### config.mk
export PLATFORM = sky130hd
export DESIGN_NAME = round_sequencer
export DESIGN_NICKNAME = d
export VERILOG_FILES = /design/src/rtl/rpsc_pkg.sv /design/src/rtl/phase_timer.sv /design/src/rtl/round_sequencer.sv
export SDC_FILE = /design/constraint.sdc
export NUM_CORES = 1
export LEC_CHECK = 0
export ABC_CLOCK_PERIOD_IN_PS = 1840
export CAP_MARGIN = 5
export CORE_MARGIN = 5
export CORE_UTILIZATION = 30
export CTS_CLUSTER_DIAMETER = 30
export DETAILED_ROUTE_END_ITERATION = 8
export HOLD_SLACK_MARGIN = 0.02
export PLACE_DENSITY_LB_ADDON = 0.25
export SETUP_SLACK_MARGIN = 0.5
export SKIP_CTS_REPAIR_TIMING = 1
export SLEW_MARGIN = 20
export SYNTH_ARGS = -nofsm -noshare
export SYNTH_HDL_FRONTEND = slang
export SYNTH_SLANG_ARGS = --single-unit
### constraint.sdc
create_clock -name clk -period 1.84 [get_ports clk]
set_input_delay 0.368 -clock clk [delete_from_list [all_inputs] [get_ports clk]]
set_output_delay 0.368 -clock clk [all_outputs]
set_load 0.03 [all_outputs]
### src/rtl/rpsc_pkg.sv
// Shared types and the outcome function for the rock-paper-scissors round sequencer.
package rpsc_pkg;

  typedef enum logic [1:0] {
    ROCK     = 2'b00,
    PAPER    = 2'b01,
    SCISSORS = 2'b10,
    ILLEGAL  = 2'b11
  } move_t;

  typedef enum logic [1:0] {
    TIE     = 2'b00,
    P1_WINS = 2'b01,
    P2_WINS = 2'b10,
    VOID    = 2'b11
  } outcome_t;

  typedef enum logic [1:0] {
    IDLE      = 2'b00,
    COUNTDOWN = 2'b01,
    CAPTURE   = 2'b10,
    RESULT    = 2'b11
  } phase_t;

  // A lone thrower wins by default; nobody throwing voids the round.
  function automatic outcome_t winner(input logic p1_got, input move_t p1,
                                      input logic p2_got, input move_t p2);
    outcome_t res;
    if (p1_got && p2_got) begin
      if (p1 == p2)
        res = TIE;
      else if ((p1 == PAPER    && p2 == ROCK)     ||
               (p1 == SCISSORS && p2 == PAPER)    ||
               (p1 == ROCK     && p2 == SCISSORS))
        res = P1_WINS;
      else
        res = P2_WINS;
    end else if (p1_got) begin
      res = P1_WINS;
    end else if (p2_got) begin
      res = P2_WINS;
    end else begin
      res = VOID;
    end
    return res;
  endfunction

endpackage

### src/rtl/phase_timer.sv
// Up-counter that flags its terminal value and wraps back to zero there,
// so consecutive beats/phases chain without an extra idle cycle.
module phase_timer #(
  parameter int WIDTH = 16
) (
  input  logic             clk,
  input  logic             reset,
  input  logic             clear,
  input  logic [WIDTH-1:0] limit,
  output logic             expire
);

  logic [WIDTH-1:0] count;

  assign expire = (count == limit);

  // Count up, restarting at zero on clear or after the terminal cycle
  always_ff @(posedge clk or negedge reset) begin
    if (!reset)
      count <= '0;
    else if (clear || expire)
      count <= '0;
    else
      count <= count + WIDTH'(1);
  end

endmodule

### src/rtl/round_sequencer.sv
// Rock-paper-scissors round sequencer: 3-beat countdown, move capture window,
// then a held result. All outputs come straight from flops.
// Note: the default RESULT_T does not fit a 16-bit counter; raise WIDTH when
// using timings at or above 2**WIDTH.
module round_sequencer
  import rpsc_pkg::*;
#(
  parameter int WIDTH     = 16,
  parameter int BEAT_T    = 50000,
  parameter int CAPTURE_T = 25000,
  parameter int RESULT_T  = 100000
) (
  input  logic       clk,
  input  logic       reset,
  input  logic       start,
  input  logic       abort,
  input  logic       p1_valid,
  input  logic       p2_valid,
  input  logic [1:0] p1_move,
  input  logic [1:0] p2_move,
  output logic [1:0] state,
  output logic [1:0] beat,
  output logic [1:0] result,
  output logic       result_valid,
  output logic       busy,
  output logic       done
);

  localparam logic [WIDTH-1:0] BEAT_LIM    = WIDTH'(BEAT_T - 1);
  localparam logic [WIDTH-1:0] CAPTURE_LIM = WIDTH'(CAPTURE_T - 1);
  localparam logic [WIDTH-1:0] RESULT_LIM  = WIDTH'(RESULT_T - 1);

  phase_t           phase, phase_next;
  logic [WIDTH-1:0] limit;
  logic             expire;
  logic             timer_clear;
  logic             p1_got, p2_got;
  move_t            p1_mv, p2_mv;
  logic             p1_take, p2_take;
  outcome_t         verdict;
  logic [1:0]       beat_next;
  logic [1:0]       result_next;
  logic             done_next;

  // Timer idles at zero in IDLE so a new round always starts from count 0
  assign timer_clear = (phase == IDLE) || abort;

  // Pick the terminal count for the phase currently running
  always_comb begin
    limit = BEAT_LIM;
    case (phase)
      CAPTURE: limit = CAPTURE_LIM;
      RESULT:  limit = RESULT_LIM;
      default: limit = BEAT_LIM;
    endcase
  end

  phase_timer #(.WIDTH(WIDTH)) timer (
    .clk    (clk),
    .reset  (reset),
    .clear  (timer_clear),
    .limit  (limit),
    .expire (expire)
  );

  assign p1_take = (phase == CAPTURE) && p1_valid && (p1_move != 2'b11) && !p1_got;
  assign p2_take = (phase == CAPTURE) && p2_valid && (p2_move != 2'b11) && !p2_got;

  // The expiry cycle's own strobes count, so fold this cycle's takes in
  assign verdict = winner(p1_got | p1_take, p1_take ? move_t'(p1_move) : p1_mv,
                          p2_got | p2_take, p2_take ? move_t'(p2_move) : p2_mv);

  // Keep the first legal move per player; forget everything outside CAPTURE
  always_ff @(posedge clk or negedge reset) begin
    if (!reset) begin
      p1_got <= 1'b0;
      p2_got <= 1'b0;
      p1_mv  <= ROCK;
      p2_mv  <= ROCK;
    end else if (abort || phase != CAPTURE) begin
      p1_got <= 1'b0;
      p2_got <= 1'b0;
      p1_mv  <= ROCK;
      p2_mv  <= ROCK;
    end else begin
      if (p1_take) begin
        p1_got <= 1'b1;
        p1_mv  <= move_t'(p1_move);
      end
      if (p2_take) begin
        p2_got <= 1'b1;
        p2_mv  <= move_t'(p2_move);
      end
    end
  end

  // Phase register
  always_ff @(posedge clk or negedge reset) begin
    if (!reset)
      phase <= IDLE;
    else
      phase <= phase_next;
  end

  // Phase transitions; abort overrides everything, including a same-cycle start
  always_comb begin
    phase_next = phase;
    if (abort) begin
      phase_next = IDLE;
    end else begin
      case (phase)
        IDLE:      if (start) phase_next = COUNTDOWN;
        COUNTDOWN: if (expire && beat == 2'd1) phase_next = CAPTURE;
        CAPTURE:   if (expire) phase_next = RESULT;
        RESULT:    if (expire) phase_next = IDLE;
        default:   phase_next = IDLE;
      endcase
    end
  end

  // Next values for the registered outputs
  always_comb begin
    beat_next   = 2'd0;
    result_next = result;
    done_next   = 1'b0;
    if (!abort) begin
      case (phase)
        IDLE:    if (start)  result_next = TIE;
        CAPTURE: if (expire) result_next = verdict;
        RESULT:  if (expire) done_next   = 1'b1;
        default: ;
      endcase
    end
    if (phase_next == COUNTDOWN) begin
      if (phase != COUNTDOWN)
        beat_next = 2'd3;
      else if (expire)
        beat_next = beat - 2'd1;
      else
        beat_next = beat;
    end
  end

  // Output flops, so nothing combinational reaches a port
  always_ff @(posedge clk or negedge reset) begin
    if (!reset) begin
      beat         <= 2'd0;
      result       <= 2'd0;
      result_valid <= 1'b0;
      busy         <= 1'b0;
      done         <= 1'b0;
    end else begin
      beat         <= beat_next;
      result       <= result_next;
      result_valid <= (phase_next == RESULT);
      busy         <= (phase_next != IDLE);
      done         <= done_next;
    end
  end

  assign state = phase;

endmodule

# After elaboration in Yosys (flattened, before gate mapping)
# Cells that the tools add are included.
[op_classes]
n_shift = 0
n_mux = 30
add_sub_neg = 2
n_bitwise = 3
n_div = 0
eq_ne = 19
multipliers = 0
magnitude_cmp = 0
reduce_logical = 26
[ops]
columns = ["cell", "count"]
rows = [
  ["$mux W2", 18],
  ["$pmux W16 S2", 1],
  ["$add A16 B1 Y16 const B", 1],
  ["$eq A16 B16 Y1", 1],
  ["$mux W16", 1],
  ["$logic_and A1 B1 Y1", 11],
  ["$eq A2 B1 Y1 const B", 5],
  ["$eq A2 B2 Y1 const B", 5],
  ["$ne A2 B2 Y1 const B", 5],
  ["$mux W1", 8],
  ["$pmux W2 S4", 1],
  ["$reduce_bool A2 Y1", 4],
  ["$logic_not A2 Y1", 3],
  ["$logic_or A1 B1 Y1", 5],
  ["$pmux W2 S2", 1],
  ["$reduce_and A4 Y1", 1],
  ["$ne A3 B2 Y1 const B", 1],
  ["$eq A2 B2 Y1", 1],
  ["$logic_not A1 Y1", 2],
  ["$ne A2 B1 Y1 const B", 1],
  ["$or A1 B1 Y1", 2],
  ["$sub A2 B1 Y2 const B", 1],
  ["$not A1 Y1", 1],
]
[word_totals]
elab_cells = 91
ram_bits = 0
in_bits = 10
out_inout_bits = 9
register_bits = 31
rom_bits = 0
mem_count = 0
latch_bits = 0

# Logic depth before layout (Yosys ltp)
[depth]
ltp_word = 14
depth_mapped = 9
ltp_nobuf = 8

# By module
# Synthesis repeated with hierarchy kept, for this count alone.
[unflattened]
cells_unflattened = 195
hier_area_um2 = 1859.3
[modules_own_cells]
columns = ["mod", "n_inst", "area_per_inst_um2", "seq_area_each_um2", "cells_per_inst"]
rows = [
  ["phase_timer", 1, 982.2, 400.4, 100],
  ["round_sequencer", 1, 877.1, 375.4, 95],
]

# Worst setup path before layout
# No wires, ideal clock.
[synth_timing]
path_kind = "reg2reg"
from = "register phase[0], in the netlist state[0]"
to = "register timer.count[8]"
setup_time_ns = 0.119
path_buffers = 2
slack_ns = -0.290
arrival_ns = 2.011
required_time_ns = 1.721
synth_period_minus_slack_ns = 2.130
path_stages_with_launch = 9
cell_sequence = "dfrtp_1 -> nand4b_1 -> or3_4 -> a211oi_4 -> and2_1 -> buf_6 -> a211o_4 -> buf_4 -> nor2_1"
[synth_via]
elab_chain_cells = 5
word_cells_on_any_way = 8
cone_classes = "eq/ne: 3; mux: 2; reduce/logical: 3"
[synth_lines]
columns = ["item", "line", "source"]
rows = [
  ["start, declared", "round_sequencer.sv:33", "phase_t phase, phase_next;"],
  ["start signal, assigned", "round_sequencer.sv:102", "phase <= phase_next;"],
  ["$eq A2 B2 Y1", "round_sequencer.sv:51", "case (phase)"],
  ["$pmux W16 S2", "round_sequencer.sv:51", ""],
  ["$eq A16 B16 Y1", "phase_timer.sv:15", "assign expire = (count == limit);"],
  ["$logic_or A1 B1 Y1 *", "phase_timer.sv:21", "else if (clear || expire)"],
  ["$mux W16 *", "phase_timer.sv:21", ""],
  ["end signal, assigned", "phase_timer.sv:24", "count <= count + WIDTH'(1);"],
  ["end, declared", "phase_timer.sv:13", "logic [WIDTH-1:0] count;"],
]
# Mark *: on every way between the ends. The rest lies on a longest branch, timed or not.
# A chain may end at the register's enable or synchronous reset.

# Final worst setup path
[layout_timing]
from = "register timer.count[15]"
to = "register timer.count[2]"
[layout_via]
elab_chain_cells = 3
[layout_lines]
columns = ["item", "line"]
rows = [
  ["$eq A16 B16 Y1", "phase_timer.sv:15"],
  ["$logic_or A1 B1 Y1", "phase_timer.sv:21"],
  ["$mux W16", "phase_timer.sv:21"],
]
# No other way between the ends.

==> results.txt <==
Once detail routing completed, the nets flagged for antenna violations numbered 0. The number of distinct standard cells referenced by the synthesized netlist came out at 52. The detailed router finished its first iteration with 64 violations. The uppermost metal layer occupied by signal nets is met4. The post-layout worst setup margin is -0.159 ns.

STA classifies the critical path endpoint as a flip-flop. The most used flip-flop cell after synthesis is dfrtp_1. On the worst path, the slowest cell contributes a delay of 0.38 ns. The total track usage is 12.5%. Summing all non-filler instances in the final layout gives an area of 0.00270 sq mm. The synthesized design spends more area on one cell type than any other, namely dfrtp_1. The post-detailed-route via-to-cell ratio is 4.95. The TritonCTS sink count came out at 31. The fraction of the cycle the final worst path needs is 109%. The worst setup path is of the reg -> reg kind. In this run the count of I/O pins placed on the die edge is 19. The synthesis-to-layout area growth is 48.9%.

The y dimension of the die came out at 87.7 microns. Setup violations remaining at the end of the flow were counted as 24. The post-synthesis instance total is 193. Counting flops with a built-in enable in the synthesized netlist gives 0. The signal on the critical path passes through buf_4 > o31ai_1 > a31oi_4 > a211oi_4 > and2_4 > buf_6 > a211o_4 > nor2_1. The worst vdd rail ir drop came out at 0.282 mV. The global-route wire length before repair is 7600 microns. The netlist area before placement is 0.00181 sq mm.

The mux cell area share after synthesis came out at 1.10%. The depth of the CTS H-tree came out at 2. After global routing the overflow that remains totals 0. For this run, the detailed router's first-pass iteration total came to 4.

The quantity of I/O buffers inserted on ports came out at 18. Counting flops and latches in the post-synthesis netlist gives 31. The sequential cell area fraction in the yosys report came out at 42.8%.

The met1 wire length came out at 2190 microns. The routed design uses 205 microns of met3 wire. The checks that failed: setup timing. Across the run, the number of max-cap violations was 0. The final hold violation count was 0. The number of global-route vias before repair is 1,673. The total clock buffers created by CTS came out at 5. After synthesis, the largest family of logic cells by area is simple AND/OR/NAND/NOR gates. The congestion estimate from routability-driven global placement came to 0.803. The final critical delay including setup and external delays is 2.00 ns. The number of nets in the final layout is 272. The synthesized netlist devotes 16.0% of its cell area to compound gates.

The leakage power summed over all cells is 1.21 nW. The maximum number of pins on one net before global-route repair is 32. The final antenna diode count is 0.

The simple-gate portion of the synthesized area came out at 26.9%. The post-placement cell count came out at 322. The kind of start point of the critical path is a flip-flop.

In this run the clock root is driven by a clkbuf_8. The synthesized area per cell is 9.39 sq um. The pin slew with the least headroom to its limit is 0.426 ns.

Detailed routing placed a total of 2270 microns of wire on met2. The clock tree from TritonCTS is built. The number of pins with negative max-slew slack in the final report is 0. The instance area at placement is 0.00238 sq mm. Cells with a size suffix above 1 make up 37.5% of the layout. The clock network latency to the later pin of the worst-skew pair is 0.28 ns. The fraction of synthesized cell area taken by the top area cell type is 42.8%.

Synthesis produced a netlist with a net count of 205. The flow ran to the end, but the final reports show violations. The standard-cell row count came out at 28. The synthesized-area fraction occupied by adder cells is 1.38%.

Clock-pin slew was measured on the worst setup and hold paths at 0.07 ns. The vias after detailed routing is 1,662. During synthesis, Yosys emitted a total of 0 warnings.

The relative slew slack is 71.4%. For this design, the slowest cell found on the critical path is dfrtp_1. The arrival time at the worst endpoint came out at 2.17 ns. The die area is 0.00769 sq mm. The initial antenna violation count is 0.

The clock passes through at most 2 buffers. Among all cell types in the netlist, the one instantiated most often is nor2_1. The worst hold-check path type is in -> async.

After Yosys synthesis, XOR and XNOR cells account for 7.25% of the synthesized area. The horizontal die dimension is 87.7 microns. Counting instances in the post-synthesis netlist gives the leading cell types as nor2_1, dfrtp_1, nand2_1. The detailed placer's ending HPWL is 3360 microns. In this run the worst path has a maximum fanout of 8. In the routed design, unresolved DRC markers number 0. Setup repair after global routing could not meet its margin everywhere.

The final instance count without filler cells came out at 336. Derived from the worst setup path, the maximum achievable clock frequency is 500 MHz. The share of synthesized flip-flops with an asynchronous set or reset is 100%. The worst endpoint required time is 2.01 ns.

The layout has 572 filler cells. The cell count of the worst reg-to-reg path is 8. The routed wire length came out at 4730 microns. Dividing total power by cell area gives a power density of 501 mW/mm^2. The starting utilization of the core area came out at 30.8%. The average wire per cell in the routed design came out at 14.1 microns. The placeable core region came out at 0.00589 sq mm. Sorting the synthesized cells by area gives the leading types as dfrtp_1, nor2_1, xor2_1. The clock skew after layout came out at 0.00585 ns.
state kept, by name (all words and copies together), names as in the netlist:
name          flops
timer.count      16
beat              2
p1_mv             2
p2_got            1
p2_mv             2
done              1
result            2
p1_got            1
result_valid      1
state             2
busy              1
placed cells by master (no fill, tap or decap), types with 6 or more instances in the layout:
| master | instances |
|---|---|
| buf_4 | 41 |
| dfrtp_1 | 29 |
| nor2_1 | 24 |
| nand2_1 | 12 |
| inv_1 | 10 |
| clkdlybuf4s50_1 | 9 |
| xor2_1 | 8 |
| nand3_1 | 7 |
| nor2_2 | 7 |
| buf_6 | 7 |
| nor3_1 | 6 |
| xnor2_1 | 6 |
stage by stage:
stage	hold slack (ns)	total power [mW]	worst slack [ns]	setup TNS, ns	utilization (%)
finish	0.481	1.35	-0.159	-2.28	45.8
global route	0.524	1.41	-0.249	-4.60	45.8
CTS	0.502	1.35	-0.260	-3.62	41.8
detailed placement	0.489	0.828	-0.377	-3.56	40.4
global placement	0.499	0.829	-0.362	-3.43	40.4
floorplan	0.0724	0.762	-0.176	-2.75	-
cell families (layout without fill, tap and decap cells):
logic type | Yosys count | in the layout
adder cells (fa/ha/maj) | 2 | 2
flip-flops | 31 | 31
AO/OA/AOI/OAI | 35 | 36
buffers and inverters | 17 | 84
multiplexers | 2 | 2
XOR/XNOR | 15 | 15
AND/OR/NAND/NOR | 91 | 91
path summary, 6_finish.rpt:
path	from	end	slack, ns
worst min register to register	result[0]	result[0]	0.52
worst max register to register	timer.count[15]	timer.count[2]	-0.16
min in group clk	result[0]	result[0]	0.52
worst min-delay path	reset	timer.count[13]	0.48
worst max-delay path	timer.count[15]	timer.count[2]	-0.16
max in group asynchronous	reset	state[1]	1.03
critical path: cells and delay by family (launching register included):
| kind | cells | cell delay [ns] |
|---|---|---|
| compound gates | 4 | 0.96 |
| buf+inv | 2 | 0.25 |
| flops | 1 | 0.38 |
| simple gates | 2 | 0.29 |
layer usage:
| layer | vias to the layer above | global-route usage (%) |
|---|---|---|
| li1 | 820 | - |
| met1 | 796 | 15.6 |
| met2 | 39 | 20.7 |
| met3 | 7 | 2.92 |
| met4 | 0 | 5.58 |
| met5 | - | 0 |
area by class of cell:
type	count	area [sq um]	area share (%)
clock inverter	1	5.00	0.186
inverter	11	48.8	1.81
tap	75	93.8	3.48
timing repair buffer	65	557	20.6
multi-input combinational	146	1140	42.2
sequential	31	778	28.8
clock buffer	7	76.3	2.83
power breakdown:
part / total (mW) / switching, mW / internal, mW
logic: 0.140 / 0.0783 / 0.0618
clock network: 0.515 / 0.250 / 0.265
registers: 0.698 / 0.00784 / 0.690
Power figures use the tool's default switching activity.
